<file path="src/rtl/i2c_cmd_ctrl.sv">
// CPU-bus command front end for the I2C master: queues single-byte commands,
// runs one en/ready handshake per command and captures read bytes for the CPU.
module i2c_cmd_ctrl #(
    parameter int FIFO_DEPTH     = 4,
    parameter int TIMEOUT_CYCLES = 16384
) (
    input  logic        clk,
    input  logic        rst,
    input  logic [3:0]  bus_addr,
    input  logic [31:0] bus_wdata,
    input  logic        bus_we,
    input  logic        bus_re,
    output logic [31:0] bus_rdata,
    output logic [6:0]  i2c_addr,
    output logic [7:0]  i2c_data,
    output logic        i2c_rw,
    output logic        i2c_en,
    input  logic [7:0]  i2c_data_out,
    input  logic        i2c_ready,
    output logic        irq
);
    localparam int PTR_W = $clog2(FIFO_DEPTH);
    localparam int CNT_W = PTR_W + 1;
    localparam int TMO_W = $clog2(TIMEOUT_CYCLES);
    localparam logic [CNT_W-1:0] DEPTH_C  = CNT_W'(FIFO_DEPTH);
    localparam logic [TMO_W-1:0] TMO_LAST = TMO_W'(TIMEOUT_CYCLES - 1);

    // IDLE: waiting for a command; REQ: en held until master leaves idle;
    // BUSY: waiting for master ready; DONE: capture read byte.
    typedef enum logic [1:0] {S_IDLE, S_REQ, S_BUSY, S_DONE} state_t;

    state_t            state_q, state_d;
    logic              rdy_m_q, rdy_s_q;
    logic [15:0]       fifo_q [FIFO_DEPTH];
    logic [15:0]       fifo_d [FIFO_DEPTH];
    logic [PTR_W-1:0]  wr_ptr_q, wr_ptr_d, rd_ptr_q, rd_ptr_d;
    logic [CNT_W-1:0]  count_q, count_d;
    logic [TMO_W-1:0]  tmo_q, tmo_d;
    logic [6:0]        addr_q, addr_d;
    logic [7:0]        data_q, data_d;
    logic              rw_q, rw_d, en_q, en_d;
    logic [7:0]        rxdata_q, rxdata_d;
    logic              rx_valid_q, rx_valid_d;
    logic              ovf_q, ovf_d;
    logic              tmo_err_q, tmo_err_d;
    logic [31:0]       rdata_q, rdata_d;

    logic cmd_wr, stat_wr, rx_rd, full, empty, push, pop, capture, tmo_hit;
    logic [31:0] status;
    logic unused_wdata;

    assign unused_wdata = ^bus_wdata[31:16];

    always_comb begin
        full    = (count_q == DEPTH_C);
        empty   = (count_q == '0);
        cmd_wr  = bus_we && (bus_addr == 4'h0);
        stat_wr = bus_we && (bus_addr == 4'h4);
        rx_rd   = bus_re && (bus_addr == 4'h8);
        push    = cmd_wr && !full;
        pop     = (state_q == S_IDLE) && !empty && rdy_s_q;
        status  = {19'b0, 5'(count_q), 2'b0, tmo_err_q, ovf_q, rx_valid_q,
                   empty, full, state_q != S_IDLE};
    end

    always_comb begin
        fifo_d   = fifo_q;
        wr_ptr_d = wr_ptr_q;
        rd_ptr_d = rd_ptr_q;
        count_d  = count_q;
        if (push) begin
            fifo_d[wr_ptr_q] = bus_wdata[15:0];
            wr_ptr_d         = wr_ptr_q + PTR_W'(1);
        end
        if (pop) begin
            rd_ptr_d = rd_ptr_q + PTR_W'(1);
        end
        case ({push, pop})
            2'b10:   count_d = count_q + CNT_W'(1);
            2'b01:   count_d = count_q - CNT_W'(1);
            default: count_d = count_q;
        endcase
    end

    always_comb begin
        state_d = state_q;
        addr_d  = addr_q;
        data_d  = data_q;
        rw_d    = rw_q;
        en_d    = en_q;
        tmo_d   = tmo_q;
        capture = 1'b0;
        tmo_hit = 1'b0;
        case (state_q)
            S_IDLE: begin
                if (pop) begin
                    {data_d, rw_d, addr_d} = fifo_q[rd_ptr_q];
                    en_d    = 1'b1;
                    tmo_d   = '0;
                    state_d = S_REQ;
                end
            end
            S_REQ, S_BUSY: begin
                if (tmo_q == TMO_LAST) begin
                    en_d    = 1'b0;
                    tmo_hit = 1'b1;
                    state_d = S_IDLE;
                end else begin
                    if (tmo_q != '1) begin
                        tmo_d = tmo_q + TMO_W'(1);
                    end
                    // Dropping en as soon as the master leaves idle keeps it from chaining bytes.
                    if (state_q == S_REQ && !rdy_s_q) begin
                        en_d    = 1'b0;
                        state_d = S_BUSY;
                    end else if (state_q == S_BUSY && rdy_s_q) begin
                        state_d = S_DONE;
                    end
                end
            end
            S_DONE: begin
                capture = rw_q;
                state_d = S_IDLE;
            end
            default: state_d = S_IDLE;
        endcase
    end

    always_comb begin
        rxdata_d   = capture ? i2c_data_out : rxdata_q;
        rx_valid_d = rx_valid_q;
        ovf_d      = ovf_q;
        tmo_err_d  = tmo_err_q;
        if (stat_wr && bus_wdata[3]) rx_valid_d = 1'b0;
        if (stat_wr && bus_wdata[4]) ovf_d      = 1'b0;
        if (stat_wr && bus_wdata[5]) tmo_err_d  = 1'b0;
        if (rx_rd)                   rx_valid_d = 1'b0;
        if (capture)                 rx_valid_d = 1'b1;
        if (cmd_wr && full)          ovf_d      = 1'b1;
        if (tmo_hit)                 tmo_err_d  = 1'b1;

        rdata_d = rdata_q;
        if (bus_re) begin
            case (bus_addr)
                4'h4:    rdata_d = status;
                4'h8:    rdata_d = {24'b0, rxdata_q};
                default: rdata_d = 32'b0;
            endcase
        end
    end

    always_ff @(posedge clk) begin
        if (!rst) begin
            state_q    <= S_IDLE;
            rdy_m_q    <= 1'b0;
            rdy_s_q    <= 1'b0;
            fifo_q     <= '{default: '0};
            wr_ptr_q   <= '0;
            rd_ptr_q   <= '0;
            count_q    <= '0;
            tmo_q      <= '0;
            addr_q     <= '0;
            data_q     <= '0;
            rw_q       <= 1'b0;
            en_q       <= 1'b0;
            rxdata_q   <= '0;
            rx_valid_q <= 1'b0;
            ovf_q      <= 1'b0;
            tmo_err_q  <= 1'b0;
            rdata_q    <= '0;
        end else begin
            state_q    <= state_d;
            rdy_m_q    <= i2c_ready;
            rdy_s_q    <= rdy_m_q;
            fifo_q     <= fifo_d;
            wr_ptr_q   <= wr_ptr_d;
            rd_ptr_q   <= rd_ptr_d;
            count_q    <= count_d;
            tmo_q      <= tmo_d;
            addr_q     <= addr_d;
            data_q     <= data_d;
            rw_q       <= rw_d;
            en_q       <= en_d;
            rxdata_q   <= rxdata_d;
            rx_valid_q <= rx_valid_d;
            ovf_q      <= ovf_d;
            tmo_err_q  <= tmo_err_d;
            rdata_q    <= rdata_d;
        end
    end

    assign i2c_addr  = addr_q;
    assign i2c_data  = data_q;
    assign i2c_rw    = rw_q;
    assign i2c_en    = en_q;
    assign bus_rdata = rdata_q;
    assign irq       = rx_valid_q | tmo_err_q;

endmodule

</file>
<file path="config.mk">
export PLATFORM = sky130hd
export DESIGN_NAME = i2c_cmd_ctrl
export DESIGN_NICKNAME = d
export VERILOG_FILES = /design/src/rtl/i2c_cmd_ctrl.sv
export SDC_FILE = /design/constraint.sdc
export NUM_CORES = 1
export LEC_CHECK = 0
export CAP_MARGIN = 10
export CORE_MARGIN = 4
export CORE_UTILIZATION = 45
export DETAILED_ROUTE_END_ITERATION = 10
export GPL_TIMING_DRIVEN = 0
export PLACE_DENSITY = 0.67
export SLEW_MARGIN = 20
export SYNTH_ARGS = -nofsm -noshare
export SYNTH_HDL_FRONTEND = slang
export SYNTH_SLANG_ARGS = --single-unit
export TNS_END_PERCENT = 50
</file>
<file path="constraint.sdc">
create_clock -name clk -period 3.7 [get_ports clk]
set_clock_uncertainty 0.2 [all_clocks]
set_input_delay 1.11 -clock clk [delete_from_list [all_inputs] [get_ports clk]]
set_output_delay 1.11 -clock clk [all_outputs]
set_load 0.02 [all_outputs]
</file>
==> results.py <==
metrics = {
    "outcome": {
        "status": "complete, no violations",
    },
    "synth": {
        "synth.distinct_cells": 57,
        "ys_ff_latch": 128,
        "synth_area_um2": 6070,
        "synth.area.mux_share_pct": 16.7,
        "synth.avg_cell_area_um2": 10.2,
        "synthAdderAreaFrac_pct": 2.39,
        "synth_xor_area_share_pct": 0.722,
        "synth_warnings": 0,
        "synth_edf_count": 0,
        "synth_seq_area_share_pct": 42.2,
        "synth_ff_type": "dfxtp_1",
        "ys_async_sr_fraction_pct": 0,
        "synth-compound-area-share_pct": 10.8,
        "synth_top_family_by_area": "simple AND/OR/NAND/NOR gates",
        "synthSimpleGateAreaFrac_pct": 19.4,
        "syn_inst": 592,
    },
    "pwr": {
        "total_leakage_power_uw": 0.00254,
        "pwr_density_cell_nw_per_um2": 454,
        "vdd_drop_max_uv": 287,
    },
    "critical_path": {
        "crit_type": "in -> reg",
        "cp_data_arrival_time_ps": 3510,
        "worstPathMaxFanout": 5,
        "required_ps": 3840,
        "crit_path_start_kind": "primary input",
        "critPathCaptureType": "flip-flop",
    },
    "floorplan": {
        "fp.dieArea_um2": 15400,
        "num_rows": 42,
        "ioPinCount": 99,
        "start_util_pct": 45.8,
        "fp.dieH_um": 124,
        "core_area_um2": 13200,
        "die_x_um": 124,
    },
    "timing": {
        "fmax_mhz": 297,
        "setup_violations": 0,
        "drv_slew": 0,
        "rsz0062_at_grt": "false",
        "tightest_slew_ps": 769,
        "final.setup.worst_slack_ps": 335,
        "holdWs_ps": 244,
        "finalCriticalPeriod_ps": 3370,
        "max_slew_margin_pct": 48.8,
        "period_share_pct": 91.0,
        "hold_viol_final": 0,
    },
    "final_layout": {
        "drive_gt1_share_pct": 13.2,
        "nets": 751,
        "final_cells": 879,
        "areaGrowthSynthToFinish_pct": 25.2,
        "antenna_cells": 0,
        "stdcell_area_um2": 7600,
        "n_fill_cell": 1174,
    },
    "placement": {
        "port_buffers": 60,
        "placed_area_um2": 6960,
        "place_worst_setup_slack_ps": -89.9,
        "place_hpwl_um": 10000,
        "finalWeightedCongestion": 0.836,
        "dp.cells": 848,
    },
    "grt": {
        "grt_use_met1_pct": 25.7,
        "grt_max_degree": 17,
        "grt_pass1_vias": 4597,
        "grtUsageMet2_pct": 34.0,
        "grt_usage_pct": 20.0,
        "gr-usage-met3_pct": 4.13,
        "grt_remaining_overflow": 0,
        "antenna_found_initial": 0,
        "grt_pass1_wl_um": 23700,
        "top_usage_layer": "met2",
    },
    "route": {
        "dr.pass1.iters": 7,
        "postRouteAntennaNets": 0,
        "wl_um": 14600,
        "routedWlPerCell_um": 16.6,
        "vias": 4596,
        "drc": 0,
        "drtIter0Drc": 385,
        "viasPerCell": 5.23,
    },
    "clock_network": {
        "h-tree-depth": 4,
        "cts_setup_buffers": 0,
        "clk_latency_ps": 420,
        "cts_buffers": 17,
        "cts_hold_buf": 0,
        "cts-root-buf": "clkbuf_16",
        "clockBufferDepth": 2,
        "cts_sinks": 128,
        "clk_pin_slew_ps": 50,
        "cts_resized": 0,
        "cts_tree": "yes",
    },
    "flow_run": {
        "drv_cap": 0,
    },
    "hold_path": {
        "hp-class": "reg -> reg",
    },
}
==> state kept, by name, summed over array words and instances, names as in the netlist, 2 cells and up <==
register   flops
tmo_q         14
i2c_data       8
count_q        3
rd_ptr_q       2
rxdata_q       8
i2c_addr       7
wr_ptr_q       2
fifo_q        64
bus_rdata     11
state_q        2
==> layout by cell type (no fill, tap or decap), drive strengths merged, types with 14 or more instances in the layout <==
master and n:
nand2 55, a21boi 30, mux2i 65, dfxtp 128
nor2b 77, conb 21, inv 14, clkbuf 47
clkdlybuf4s50 60, mux4 16, nand3 17, buf 37
==> metrics by stage <==
stage	utilization, %	total power (uW)	TNS, ps
detailed placement	52.6	1670	-134
finish	57.4	3450	0
CTS	57.4	3470	0
global placement	52.6	1660	-13.9
floorplan	-	1570	0
global route	57.4	3560	0
==> cells by family (layout without fill, tap and decap cells) <==
| kind of cell | Yosys count | after routing |
|---|---|---|
| AO/OA/AOI/OAI | 85 | 85 |
| flip-flops | 128 | 128 |
| XOR/XNOR | 5 | 5 |
| buffers and inverters | 79 | 170 |
| AND/OR/NAND/NOR | 202 | 202 |
| adder cells (fa/ha/maj) | 11 | 11 |
| other | 1 | 21 |
| multiplexers | 81 | 81 |
==> power breakdown <==
part	total [uW]	internal, uW	switching (uW)	leakage (uW)
combinational	243	104	139	0.00120
clock	1810	1200	608	0.000308
sequential	1400	1390	6.78	0.00103
==> area by class of cell <==
cell class | count | area [um2] | area share [%]
Buffer | 65 | 412 | 5.42
Clock buffer | 19 | 443 | 5.83
Clock inverter | 12 | 190 | 2.50
Inverter | 14 | 52.6 | 0.692
Multi-Input combinational cell | 405 | 3120 | 41.0
Sequential cell | 128 | 2560 | 33.7
Tap cell | 176 | 220 | 2.90
Timing Repair Buffer | 60 | 601 | 7.91
==> Yosys cell counts, types with 3 or more instances <==
cell      instances  share of area (%)
a22oi_1           5               0.62
and4_1            4               0.58
and2_1           10                1.0
mux2i_1          65                 11
buf_12            4                1.3
o32ai_1           6               0.87
inv_1            13               0.80
ha_1             10                2.1
o21ai_0           5               0.41
nor2_1            4               0.25
a21oi_1           4               0.33
a222oi_1          6               0.99
xnor2_1           4               0.58
nand2_1          55                3.4
buf_2             7               0.58
nor2b_1          77                7.9
a211oi_1          7               0.87
mux4_2           16                5.9
clkbuf_1         28                1.7
nand2b_1          6               0.62
nand3b_1          3               0.37
and3_1            3               0.31
buf_4            25                3.1
nor4b_2           4               0.99
nand4_1           9               0.93
a21boi_0         29                3.6
nand3_1          17                1.4
o21ai_1           5               0.41
dfxtp_1         128                 42
==> critical path: stages <==
cell,delay [ps]
clkdlybuf4s50_1,450
or4b_4,610
nor3_2,260
inv_1,80
ha_1,220
inv_1,70
fa_1,170
xor2_1,70
or3_1,300
a21boi_0,160
==> final timing paths <==
kind / startpoint / endpoint / slack [ps] / cells past startpoint
max: bus_addr[1] / count_q[2]$_SDFFE_PN0P_ / 330 / 10
min reg2reg: rdy_m_q$_SDFF_PN0_ / rdy_s_q$_SDFF_PN0_ / 240 / 1
max reg2reg: state_q[1]$_SDFFE_PN0P_ / count_q[2]$_SDFFE_PN0P_ / 420 / 11
min: rdy_m_q$_SDFF_PN0_ / rdy_s_q$_SDFF_PN0_ / 240 / 1
==> metal layers <==
layer,vias up,routed length (um)
met5,-,0
met4,0,171
met3,19,756
met2,124,7080
met1,2205,6610
li1,2248,-
No activity file was read; power rests on OpenSTA's default activity.
